$ cat config.mk
export PLATFORM = sky130hd
export DESIGN_NAME = mc_control_fsm
export DESIGN_NICKNAME = d
export VERILOG_FILES = /design/src/rtl/mc_control_fsm.sv
export SDC_FILE = /design/constraint.sdc
export NUM_CORES = 1
export LEC_CHECK = 0
export ABC_CLOCK_PERIOD_IN_PS = 2000
export CAP_MARGIN = 20
export CORE_MARGIN = 2
export CORE_UTILIZATION = 45
export CTS_CLUSTER_SIZE = 14
export DETAILED_ROUTE_END_ITERATION = 12
export GPL_ROUTABILITY_DRIVEN = 0
export PLACE_DENSITY = 0.76
export REMOVE_ABC_BUFFERS = 1
export SETUP_SLACK_MARGIN = 0.1
export SYNTH_ARGS = -nofsm -noshare
export SYNTH_HDL_FRONTEND = slang
export SYNTH_SLANG_ARGS = --single-unit
export TNS_END_PERCENT = 10
$ cat constraint.sdc
create_clock -name clk -period 2 [get_ports clk]
set_input_delay 0.2 -clock clk [delete_from_list [all_inputs] [get_ports clk]]
set_output_delay 0.2 -clock clk [all_outputs]
set_load 0.05 [all_outputs]
$ cat src/rtl/mc_control_fsm.sv
`default_nettype none
// ============================================================================
// Module      : mc_control_fsm
// Description : Multi-cycle control FSM for the MC-CPU datapath. Decodes the
//               IR opcode (and the ALU zero flag for branches), sequences
//               IF/ID/EXE/MEM/WB, drives every datapath control input and
//               counts retired instructions (one per PCWre pulse).
//               Optional feature macro: HALT_EN (adds the HALT state and
//               the 111111 halt opcode; otherwise 111111 is a NOP).
// Revision    : 1.0 - initial release
// ============================================================================
module mc_control_fsm #(
  parameter int CNT_W = 32
) (
  input  logic             clk,
  input  logic             reset,
  input  logic [5:0]       decode,
  input  logic             zero,
  output logic             PCWre,
  output logic             IRWre,
  output logic             InsMemRW,
  output logic             RegWre,
  output logic [1:0]       RegOut,
  output logic             WrRegData,
  output logic             ALUSrcB,
  output logic             ExtSel,
  output logic [2:0]       ALUOp,
  output logic             ALUM2Reg,
  output logic             DataMemRw,
  output logic [1:0]       PCSrc,
  output logic [3:0]       state,
  output logic [CNT_W-1:0] instr_cnt,
  output logic             halted
);

  // Opcodes (IR[31:26])
  localparam logic [5:0] c_OP_ADD  = 6'b000000;
  localparam logic [5:0] c_OP_SUB  = 6'b000001;
  localparam logic [5:0] c_OP_ADDI = 6'b000010;
  localparam logic [5:0] c_OP_ORI  = 6'b010000;
  localparam logic [5:0] c_OP_AND  = 6'b010001;
  localparam logic [5:0] c_OP_OR   = 6'b010010;
  localparam logic [5:0] c_OP_SLT  = 6'b100110;
  localparam logic [5:0] c_OP_SW   = 6'b110000;
  localparam logic [5:0] c_OP_LW   = 6'b110001;
  localparam logic [5:0] c_OP_BEQ  = 6'b110100;
  localparam logic [5:0] c_OP_J    = 6'b111000;
  localparam logic [5:0] c_OP_JR   = 6'b111001;
  localparam logic [5:0] c_OP_JAL  = 6'b111010;
`ifdef HALT_EN
  localparam logic [5:0] c_OP_HALT = 6'b111111;
`endif

  // ALU operation codes
  localparam logic [2:0] c_ALU_ADD = 3'b000;
  localparam logic [2:0] c_ALU_SUB = 3'b001;
  localparam logic [2:0] c_ALU_SLT = 3'b010;
  localparam logic [2:0] c_ALU_OR  = 3'b011;
  localparam logic [2:0] c_ALU_AND = 3'b100;

  // Explicitly encoded states; the encoding is visible on the debug port
  typedef enum logic [3:0] {
    S_RST    = 4'd0,
    S_IF     = 4'd1,
    S_ID     = 4'd2,
    S_EXE_AL = 4'd3,
    S_EXE_BR = 4'd4,
    S_EXE_LS = 4'd5,
    S_MEM_LD = 4'd6,
    S_MEM_ST = 4'd7,
    S_WB_AL  = 4'd8,
    S_WB_LD  = 4'd9
`ifdef HALT_EN
    ,
    S_HALT   = 4'd10
`endif
  } state_t;

  state_t           r_state;
  state_t           w_next_state;
  logic [CNT_W-1:0] r_instr_cnt;

  // Opcode classification and the ALU controls each ALU/memory op needs
  logic       w_op_alu;
  logic       w_op_rtype;
  logic       w_op_beq;
  logic       w_op_lw;
  logic       w_op_sw;
  logic       w_op_j;
  logic       w_op_jal;
  logic       w_op_jr;
`ifdef HALT_EN
  logic       w_op_halt;
`endif
  logic [2:0] w_alu_ctl;
  logic       w_alu_srcb;
  logic       w_ext_sel;

  // Decode the opcode into instruction classes and ALU settings
  always_comb begin
    w_op_alu   = 1'b0;
    w_op_rtype = 1'b0;
    w_op_beq   = 1'b0;
    w_op_lw    = 1'b0;
    w_op_sw    = 1'b0;
    w_op_j     = 1'b0;
    w_op_jal   = 1'b0;
    w_op_jr    = 1'b0;
`ifdef HALT_EN
    w_op_halt  = 1'b0;
`endif
    w_alu_ctl  = c_ALU_ADD;
    w_alu_srcb = 1'b0;
    w_ext_sel  = 1'b0;
    case (decode)
      c_OP_ADD:  begin w_op_alu = 1'b1; w_op_rtype = 1'b1; w_alu_ctl = c_ALU_ADD; end
      c_OP_SUB:  begin w_op_alu = 1'b1; w_op_rtype = 1'b1; w_alu_ctl = c_ALU_SUB; end
      c_OP_AND:  begin w_op_alu = 1'b1; w_op_rtype = 1'b1; w_alu_ctl = c_ALU_AND; end
      c_OP_OR:   begin w_op_alu = 1'b1; w_op_rtype = 1'b1; w_alu_ctl = c_ALU_OR;  end
      c_OP_SLT:  begin w_op_alu = 1'b1; w_op_rtype = 1'b1; w_alu_ctl = c_ALU_SLT; end
      c_OP_ADDI: begin
        w_op_alu   = 1'b1;
        w_alu_ctl  = c_ALU_ADD;
        w_alu_srcb = 1'b1;
        w_ext_sel  = 1'b1;
      end
      c_OP_ORI:  begin
        w_op_alu   = 1'b1;
        w_alu_ctl  = c_ALU_OR;
        w_alu_srcb = 1'b1;
      end
      // Loads and stores compute base + sign-extended offset
      c_OP_LW:   begin w_op_lw = 1'b1; w_alu_srcb = 1'b1; w_ext_sel = 1'b1; end
      c_OP_SW:   begin w_op_sw = 1'b1; w_alu_srcb = 1'b1; w_ext_sel = 1'b1; end
      c_OP_BEQ:  w_op_beq = 1'b1;
      c_OP_J:    w_op_j   = 1'b1;
      c_OP_JAL:  w_op_jal = 1'b1;
      c_OP_JR:   w_op_jr  = 1'b1;
`ifdef HALT_EN
      c_OP_HALT: w_op_halt = 1'b1;
`endif
      default:   ;
    endcase
  end

  // State register; reset aborts any in-flight instruction
  always_ff @(posedge clk or negedge reset) begin
    if (!reset) r_state <= S_RST;
    else        r_state <= w_next_state;
  end

  // Next-state and control outputs from current state and opcode
  always_comb begin
    w_next_state = r_state;
    PCWre        = 1'b0;
    IRWre        = 1'b0;
    RegWre       = 1'b0;
    RegOut       = 2'b00;
    WrRegData    = 1'b0;
    ALUSrcB      = 1'b0;
    ExtSel       = 1'b0;
    ALUOp        = 3'b000;
    ALUM2Reg     = 1'b0;
    DataMemRw    = 1'b0;
    PCSrc        = 2'b00;
    case (r_state)
      S_RST: w_next_state = S_IF;
      S_IF: begin
        IRWre        = 1'b1;
        w_next_state = S_ID;
      end
      S_ID: begin
        if (w_op_j || w_op_jal) begin
          PCSrc        = 2'b11;
          PCWre        = 1'b1;
          // JAL links the current PC+4 into $31 while jumping
          RegWre       = w_op_jal;
          w_next_state = S_IF;
        end else if (w_op_jr) begin
          PCSrc        = 2'b10;
          PCWre        = 1'b1;
          w_next_state = S_IF;
        end else if (w_op_alu) begin
          w_next_state = S_EXE_AL;
        end else if (w_op_beq) begin
          w_next_state = S_EXE_BR;
        end else if (w_op_lw || w_op_sw) begin
          w_next_state = S_EXE_LS;
`ifdef HALT_EN
        end else if (w_op_halt) begin
          w_next_state = S_HALT;
`endif
        end else begin
          // Unknown opcode retires as a NOP
          PCWre        = 1'b1;
          w_next_state = S_IF;
        end
      end
      S_EXE_AL: begin
        ALUOp        = w_alu_ctl;
        ALUSrcB      = w_alu_srcb;
        ExtSel       = w_ext_sel;
        w_next_state = S_WB_AL;
      end
      S_WB_AL: begin
        ALUOp        = w_alu_ctl;
        ALUSrcB      = w_alu_srcb;
        ExtSel       = w_ext_sel;
        RegWre       = 1'b1;
        WrRegData    = 1'b1;
        RegOut       = w_op_rtype ? 2'b10 : 2'b01;
        PCWre        = 1'b1;
        w_next_state = S_IF;
      end
      S_EXE_BR: begin
        ALUOp        = c_ALU_SUB;
        PCSrc        = zero ? 2'b01 : 2'b00;
        PCWre        = 1'b1;
        w_next_state = S_IF;
      end
      S_EXE_LS: begin
        ALUOp        = w_alu_ctl;
        ALUSrcB      = w_alu_srcb;
        ExtSel       = w_ext_sel;
        w_next_state = w_op_lw ? S_MEM_LD : S_MEM_ST;
      end
      S_MEM_ST: begin
        ALUOp        = w_alu_ctl;
        ALUSrcB      = w_alu_srcb;
        ExtSel       = w_ext_sel;
        DataMemRw    = 1'b1;
        PCWre        = 1'b1;
        w_next_state = S_IF;
      end
      S_MEM_LD: begin
        ALUOp        = w_alu_ctl;
        ALUSrcB      = w_alu_srcb;
        ExtSel       = w_ext_sel;
        ALUM2Reg     = 1'b1;
        w_next_state = S_WB_LD;
      end
      S_WB_LD: begin
        ALUOp        = w_alu_ctl;
        ALUSrcB      = w_alu_srcb;
        ExtSel       = w_ext_sel;
        ALUM2Reg     = 1'b1;
        RegWre       = 1'b1;
        RegOut       = 2'b01;
        WrRegData    = 1'b1;
        PCWre        = 1'b1;
        w_next_state = S_IF;
      end
`ifdef HALT_EN
      // Parked with every enable low until reset
      S_HALT: w_next_state = S_HALT;
`endif
      default: w_next_state = S_RST;
    endcase
  end

  // Retired-instruction counter: one count per PC update, wraps naturally
  always_ff @(posedge clk or negedge reset) begin
    if (!reset)     r_instr_cnt <= '0;
    else if (PCWre) r_instr_cnt <= r_instr_cnt + CNT_W'(1);
  end

  assign InsMemRW  = 1'b1;
  assign state     = r_state;
  assign instr_cnt = r_instr_cnt;
`ifdef HALT_EN
  assign halted    = (r_state == S_HALT);
`else
  assign halted    = 1'b0;
`endif

endmodule
`default_nettype wire

==> impl_metrics.env <==
export IMPL_cts_root_buffer="clkbuf_8"
export IMPL_crit_chain="buf_6 -> buf_6 -> nor3_4 -> nand4_1 -> o21ai_2 -> buf_12"
export IMPL_cp_required_ns=1.80
export IMPL_antenna_found_initial=0
export IMPL_layout_commonest_cell="clkdlybuf4s50_1"
export IMPL_min_period_ns=2.081
export IMPL_max_freq_ghz=0.4806
export IMPL_port_buffers=59
export IMPL_area_growth_pct=62.53
export IMPL_overflow=0
export IMPL_wl_per_cell_um=17.03
export IMPL_yosys_warnings=0
export IMPL_fin_crit_sh_pct=104.0
export IMPL_arrival_ns=1.88
export IMPL_power_density_nw_per_um2=943.7
export IMPL_seq_area_frac_synth_pct=40.20
export IMPL_final_setup_tns_ns=-0.3952
export IMPL_clock_latency_ns=0.28
export IMPL_cpPeakStageDelay_ns=0.40
export IMPL_ys_flop_type="dfrtp_1"
export IMPL_hold_violations=0
export IMPL_avgSynthCellArea_um2=9.829
export IMPL_die_area_um2=5560
export IMPL_max_cap_viol_count=0
export IMPL_synth_area_um2=2241
export IMPL_grt_max_degree=37
export IMPL_ys_seq_elements=36
export IMPL_core_region_area_um2=4755
export IMPL_vias=2137
export IMPL_grt_usage_pct=25.56
export IMPL_htreeDepth=2
export IMPL_cts_sinks=36
export IMPL_drc=0
export IMPL_die_w_um=74.57
export IMPL_post_route_cells_drive_above_1_share_pct=35.53
export IMPL_start_kind="flop"
export IMPL_dr_pass1_iters=6
export IMPL_die_h_um=74.57
export IMPL_ys_types=49
export IMPL_post_route_util_pct=76.61
export IMPL_mostFrequentLayoutCells="clkdlybuf4s50_1, dfrtp_1, buf_4"
export IMPL_nets=328
export IMPL_rsz0062_at_grt="yes"
export IMPL_path_class="reg2out"
export IMPL_slowest_stage="dfrtp_1"
export IMPL_async_reset_ff_share_pct=100.0
export IMPL_p_leak_uw=0.001698
export IMPL_multi_input_area_um2=1506
export IMPL_end_kind="output port"
export IMPL_synth_edf_count=0
export IMPL_antennaDiodeCount=0
export IMPL_dp_hpwl_mm=4.449
export IMPL_drv_slew=0
export IMPL_whs_ns=0.3282
export IMPL_nFillCells=299
export IMPL_seq_area_um2=904.6
export IMPL_violations="negative setup slack"
export IMPL_clock_skew_ns=0.005101
export IMPL_finalPower_uw=3437
export IMPL_cp_max_fo=9
export IMPL_finalSetupViolations=9
export IMPL_cts_tree="yes"
export IMPL_outcome="finished with violations"
export IMPL_drt_iter0_markers=163
export IMPL_grt_pass1_wl_mm=10.72
export IMPL_syn_inst=228
export IMPL_routed_via_density=5.551
export IMPL_slew_headroom_pct=63.58
export IMPL_std_cell_rows=25
export IMPL_drtAntennaViolNets=0
export IMPL_clk_pin_slew_ns=0.07
export IMPL_ir_worst_vdd_uv=1082
export IMPL_grt_pass1_vias=2149
export IMPL_numCtsBuffers=5
export IMPL_clk_path_buf_depth=2
export IMPL_wl_mm=6.556
export IMPL_hp_class="in2async"
export IMPL_start_util_pct=47.13
export IMPL_io_pins=62
export IMPL_worst_path_most_repeated_cell="buf_6"
export IMPL_layout_setup_ws_ns=-0.08081
export IMPL_dp_cells=375
export IMPL_tightest_slew_ns=0.5446
export IMPL_finalNonFillerCells=385
## metrics by stage
stage               worst slack [ns]  cell area (um^2)
finish                      -0.08081              3642
detailed placement           -0.1961              3216
floorplan                     -1.646              2143
CTS                         -0.05239              3607
global route                 -0.1510              3642
global placement             -0.1631              3216
## what timing repair did
item | CTS | global route
hold buffers | 0 | 0
gates resized for setup | 59 | 8
buffers inserted | 3 | 0
endpoints found under the setup margin | 22 | 34
pin swaps | 31 | 9
endpoints found under the hold margin | 0 | 0
## final timing paths
path	cells past startpoint	slack [ns]	startpoint	endpoint
max in group asynchronous	2	1.32	reset	state[3]$_DFF_PN0_
min in group clk	1	0.46	instr_cnt[31]$_DFFE_PN0P_	instr_cnt[31]$_DFFE_PN0P_
setup / recovery	6	-0.08	state[2]$_DFF_PN0_	RegWre
hold / removal	2	0.33	reset	instr_cnt[14]$_DFFE_PN0P_
setup reg to reg	8	-0.04	state[2]$_DFF_PN0_	instr_cnt[26]$_DFFE_PN0P_
hold reg to reg	1	0.46	instr_cnt[31]$_DFFE_PN0P_	instr_cnt[31]$_DFFE_PN0P_
## routing by layer
layer / part of all wire [%] / track usage (%)
met5: 0 / 0
met4: 2.4 / 9.921
met3: 4.6 / 5.285
met2: 50 / 40.41
met1: 43 / 34.56
## cells by family after synthesis
| logic type | synth area share (%) |
|---|---|
| AO/OA/AOI/OAI | 9.493 |
| XOR/XNOR | 12.51 |
| adder cells (fa/ha/maj) | 0.5583 |
| buffers and inverters | 5.695 |
| flip-flops | 40.20 |
| multiplexers | 0.4467 |
| other | 0.3351 |
| AND/OR/NAND/NOR | 30.77 |
## sequential cells by signal (all words and copies together), names as in the netlist
name,cells
state,4
instr_cnt,32
## critical path: cells and delay by family, from the launching register on
family	cells	cell delay, ns
compound gates	1	0.24
buf+inv	3	0.42
flops	1	0.40
simple gates	2	0.54
## where the power goes
group | total [uW] | leakage, uW | switching [uW] | internal [uW]
Combinational | 2010 | 0.00119 | 1210 | 794
Clock | 487 | 0.0000410 | 250 | 237
Sequential | 945 | 0.000471 | 130 | 814
Total | 3440 | 0.00170 | 1590 | 1850
## synthesized netlist by cell type, types with 2 or more instances
cell type	instances	area (um^2)
a21oi_1	4	20.02
a31oi_1	2	12.51
and2_1	2	12.51
and3_1	2	12.51
buf_2	3	15.01
buf_4	5	37.54
buf_6	3	33.78
clkbuf_1	3	11.26
conb_1	2	7.510
dfrtp_1	36	900.9
inv_1	6	22.52
inv_2	2	7.510
nand2_1	21	78.83
nand2b_1	6	37.54
nand3_1	10	50.05
nand4_1	12	75.07
nor2_1	15	56.30
nor2b_1	3	18.77
nor3_1	10	50.05
nor3b_1	2	15.01
nor4_1	3	18.77
nor4_2	11	137.6
nor4b_2	2	30.03
o21a_1	2	15.01
o21ai_0	2	10.01
o21ai_1	2	10.01
o22ai_1	3	18.77
or3_1	2	12.51
or4_1	2	15.01
xnor2_1	14	122.6
xor2_1	18	157.7
## layout make-up
type                       count  area share (%)
clock buffer                   6           1.992
clock inverter                 1          0.1374
inverter                       8          0.8932
multi-input combinational    170           41.36
sequential                    36           24.84
tap                           67           2.302
timing repair buffer          97           28.48
Note: power is estimated with default switching activity, not from simulation.
==> patch 1 (same flow settings) <==
The option `HALT_EN` is turned on by a define.
--- a/src/rtl/mc_control_fsm.sv
+++ b/src/rtl/mc_control_fsm.sv
@@ -10,4 +10,6 @@
 // Revision    : 1.0 - initial release
 // ============================================================================
+`define HALT_EN
+
 module mc_control_fsm #(
   parameter int CNT_W = 32
Behaviour: not the same (Yosys sat finds a counterexample within 4 cycles, from zero or initial values and one cycle with reset low).
==> patch 1 against the original RTL <==
  * The flow still finishes with violations (negative setup slack)
  * Via count is 4.2% higher
  * Cell area is 2.1% lower
  * Core utilization down 1.1 points
  * Count of clock-buffer cells in the layout rose by 1
  * Register-to-register slack improved by 70 ps
  * Power rose by 3.9%
  * Sequential cell count stayed put
  * Routed wire length decreased by 5.3%
  * Setup slack better by 17 ps
  * First-iteration DRC count increased by 14%
  * Critical path depth increased by 1
  * Synthesized area decreased by 1.1%
  * Largest cell class unchanged
  * Highest routed layer unchanged
==> patch 1: results (changes against the original RTL) <==
status complete, but fails checks (unchanged); NumNets Final 335 (was 328); All-Layer GR Usage 22.6% (was 25.6%); Crit Path Max Fanout 6 (was 9); sequential area share after synthesis 40.6% (was 40.2%); fin worst setup slack -63.7 ps (was -80.8 ps); maximum vdd drop 0.000633 V (was 0.00108 V); vias 2,227 (was 2,137); Initial DRT Pass Iterations 4 (was 6); fillers 302 (was 299); final setup violation count 4 (was 9); FF-to-FF setup slack 30 ps (was -40 ps); library cells used by synthesis 52 (was 49); average vias per placed instance 5.67 (was 5.55); share of cells above drive strength 1 30.4% (was 35.5%); DP Cell Count 369 (was 375); I/O Buffers 60 (was 59); Leakage 0.00149 uW (was 0.00170 uW); initial DRC count 186 (was 163); vias in the first global route 2,064 (was 2,149); crit path from state[3]$_DFF_PN0_ (was state[2]$_DFF_PN0_); first-pass GRT wire length 9710 um (was 10,700 um); CP Capture Point PCWre (was RegWre); Max Clock Skew 9.13 ps (was 5.10 ps); synthesized netlist cell count 230 (was 228); failing checks negative setup slack (unchanged); Synth area leaders dfrtp_1 41%, xnor2_1 12%, o2111ai_1 6.3% (was dfrtp_1 40%, xor2_1 7.0%, nor4_2 6.1%); WP data arrival 1860 ps (was 1880 ps)
==> patch 1: cell types whose count changed in the layout (fill, tap and decap cells not counted), sizes merged, moves of 12 or more <==
cell	before	now
nand2	22	5
xor2	18	1
o2111ai	0	16
xnor2	14	30
nand4	12	0
nor4	14	2
==> patch 1: per-stage QoR <==
stage,setup slack [ps],util (%),TNS (ps)
2_1_floorplan,-1270,-,-32630
3_3_place_gp,-192,68.3,-4570
3_5_place_dp,-219,68.3,-6050
4_1_cts,-102,73.6,-310
5_1_grt,-132,75.5,-653
6_report,-63.7,75.5,-133
==> patch 1: critical path, stage by stage, from the launching register on <==
cell and delay (ps):
dfrtp_1 430, or3b_4 440, buf_6 130, o31a_1 110, o21ai_2 90, or2_4 160, buf_6 100, buf_12 120
==> patch 1: final cells by class <==
type / instances / area, um^2 / area share [%]
timing repair buffer: 108 / 1160 / 32.4
sequential: 36 / 902 / 25.3
clock buffer: 7 / 86.3 / 2.42
multi-input combinational: 172 / 1320 / 37.0
inverter: 2 / 10.0 / 0.281
tap: 67 / 83.8 / 2.35
clock inverter: 1 / 7.51 / 0.210
==> patch 1: report_power, final <==
| part | switching, uW | internal (uW) |
|---|---|---|
| registers | 107 | 819 |
| clock network | 264 | 280 |
| logic | 1180 | 917 |
==> patch 1: metal layers <==
layer	GRT usage, %	up-vias	wire length (um)
met3	5.96	16	329
li1	-	1050	-
met2	36.0	73	3030
met5	0	-	0
met4	8.89	0	128
met1	29.3	1088	2720
==> patch 1: worst min-delay path by stage <==
stage | start | cells after the start | end | slack (ps)
after floorplan | reset | 0 | instr_cnt[0]$_DFFE_PN0P_ | -100
final | reset | 2 | instr_cnt[9]$_DFFE_PN0P_ | 320
after detailed placement | instr_cnt[31]$_DFFE_PN0P_ | 1 | instr_cnt[31]$_DFFE_PN0P_ | 470
after global placement | instr_cnt[31]$_DFFE_PN0P_ | 1 | instr_cnt[31]$_DFFE_PN0P_ | 460
after CTS | reset | 2 | instr_cnt[25]$_DFFE_PN0P_ | 340
after global routing | reset | 2 | instr_cnt[27]$_DFFE_PN0P_ | 370
==> patch 1: repair_timing <==
action,CTS,global route
gates cloned,0,0
buffers inserted,10,6
endpoints found under the setup margin,15,45
resized for setup,29,14
endpoints found under the hold margin,0,0
pin swaps,9,7
==> patch 1: kinds of logic after synthesis <==
logic type	share of synthesized area [%]
other	0.169
muxes	0.508
adders and majority gates	0.564
DFF	40.6
AOI/OAI and AO/OA	20.2
xor gates and xnor gates	12.2
buffers and inverters	4.57
and+or+nand+nor	21.1
==> patch 2 (same flow settings) <==
Without the edit above. Reset style: synchronous (`reset`), changed in 2 clocked blocks.
--- a/src/rtl/mc_control_fsm.sv
+++ b/src/rtl/mc_control_fsm.sv
@@ -145,5 +145,5 @@
 
   // State register; reset aborts any in-flight instruction
-  always_ff @(posedge clk or negedge reset) begin
+  always_ff @(posedge clk) begin
     if (!reset) r_state <= S_RST;
     else        r_state <= w_next_state;
@@ -260,5 +260,5 @@
 
   // Retired-instruction counter: one count per PC update, wraps naturally
-  always_ff @(posedge clk or negedge reset) begin
+  always_ff @(posedge clk) begin
     if (!reset)     r_instr_cnt <= '0;
     else if (PCWre) r_instr_cnt <= r_instr_cnt + CNT_W'(1);
Behaviour: differs if reset is asserted again (counterexample within 4 cycles, from zero or initial values and one cycle with reset low); with reset held inactive, the same outputs for 10 cycles.
==> patch 2 against the original RTL <==
  * The flow still finishes with violations (negative setup slack)
  * Final cell count is 19% higher
  * Setup slack better by 23 ps
  * Non-clock buffer count is 20 higher
  * Count of clock-buffer cells in the layout is 2 higher
  * Synthesized area is 1.3% lower
  * Global-route usage is 2.3 points higher
  * Routed wire length is 20% higher
  * Cell area is 2.3% higher
  * Sequential cell count stayed put
  * Highest routed layer unchanged
Power is not compared: it rests on default switching activity, and its combinational part moved more than twofold at a synthesized area within 25%.
==> patch 2: results (changes against the original RTL) <==
setup_tns -73.2 ps (was -395 ps); total length of routed wires 7860 um (was 6560 um); average vias per placed instance 6.13 (was 5.55); first-pass GRT wire length 12,000 um (was 10,700 um); Multi-In Gates 226 (was 170); CP Capture Point PCWre (was RegWre); actual slew at the worst max-slew pin 537 ps (was 545 ps); vias in the first global route 2,534 (was 2,149); core area 4720 um^2 (was 4750 um^2); DP Wirelength 4690 um (was 4450 um); initial DRC count 219 (was 163); share of cells above drive strength 1 34.6% (was 35.5%); non-clock buffer count 117 (was 97); non-clk buf share 32.3% (was 28.5%); fin worst setup slack -57.9 ps (was -80.8 ps); NumNets Final 402 (was 328); ys flop type dfxtp_1 (was dfrtp_1); top post-synthesis cells by count 36 x dfxtp_1, 33 x a21oi_1, 24 x nand2_1 (was 36 x dfrtp_1, 21 x nand2_1, 18 x xor2_1); FF-to-FF End instr_cnt[23]$_SDFFE_PN0P_ (was instr_cnt[26]$_DFFE_PN0P_); Clock buf/inv share 2.42% (was 2.13%); HP Class reg2reg (was in2async); final setup violation count 3 (was 9); multi-input combinational area share 42.5% (was 41.4%); post-route design area 3720 um^2 (was 3640 um^2); Max Clock Skew 5.57 ps (was 5.10 ps); routed len/inst 17.1 um (was 17.0 um); FF-to-FF setup slack -20 ps (was -40 ps); number of sequential cells 36 (unchanged); DP Cell Count 441 (was 375); status complete, but fails checks (unchanged); CLK BUF 8 (was 6); library cells used by synthesis 51 (was 49); failing checks negative setup slack (unchanged)
-- patch 2: cells by family after synthesis --
family | Yosys count | synth area share (%)
XOR/XNOR | 2 | 0.792
multiplexers | 3 | 1.36
flip-flops | 36 | 32.6
buffers and inverters | 28 | 6.11
AND/OR/NAND/NOR | 135 | 35.5
other | 2 | 0.340
adder cells (fa/ha/maj) | 1 | 0.566
AO/OA/AOI/OAI | 81 | 22.7
-- patch 2: metal layers --
metal | track usage (%) | part of all wire, % | up-vias
li1 | - | - | 1292
met1 | 35.8 | 41 | 1360
met2 | 47.6 | 50 | 148
met3 | 4.61 | 7.2 | 22
met4 | 8.89 | 1.8 | 0
met5 | 0 | 0 | -
-- patch 2: repair_timing --
action | in CTS | in global routing
cloned | 2 | 0
buffers inserted | 8 | 2
endpoints found under the setup margin | 37 | 40
resized for setup | 57 | 22
pin swaps | 31 | 18
-- patch 2: critical path, stage by stage, from the launching register on --
cell     delay (ps)
dfxtp_4         380
and3_1          200
nor3_2          380
o221a_4         360
inv_4            80
buf_8           150
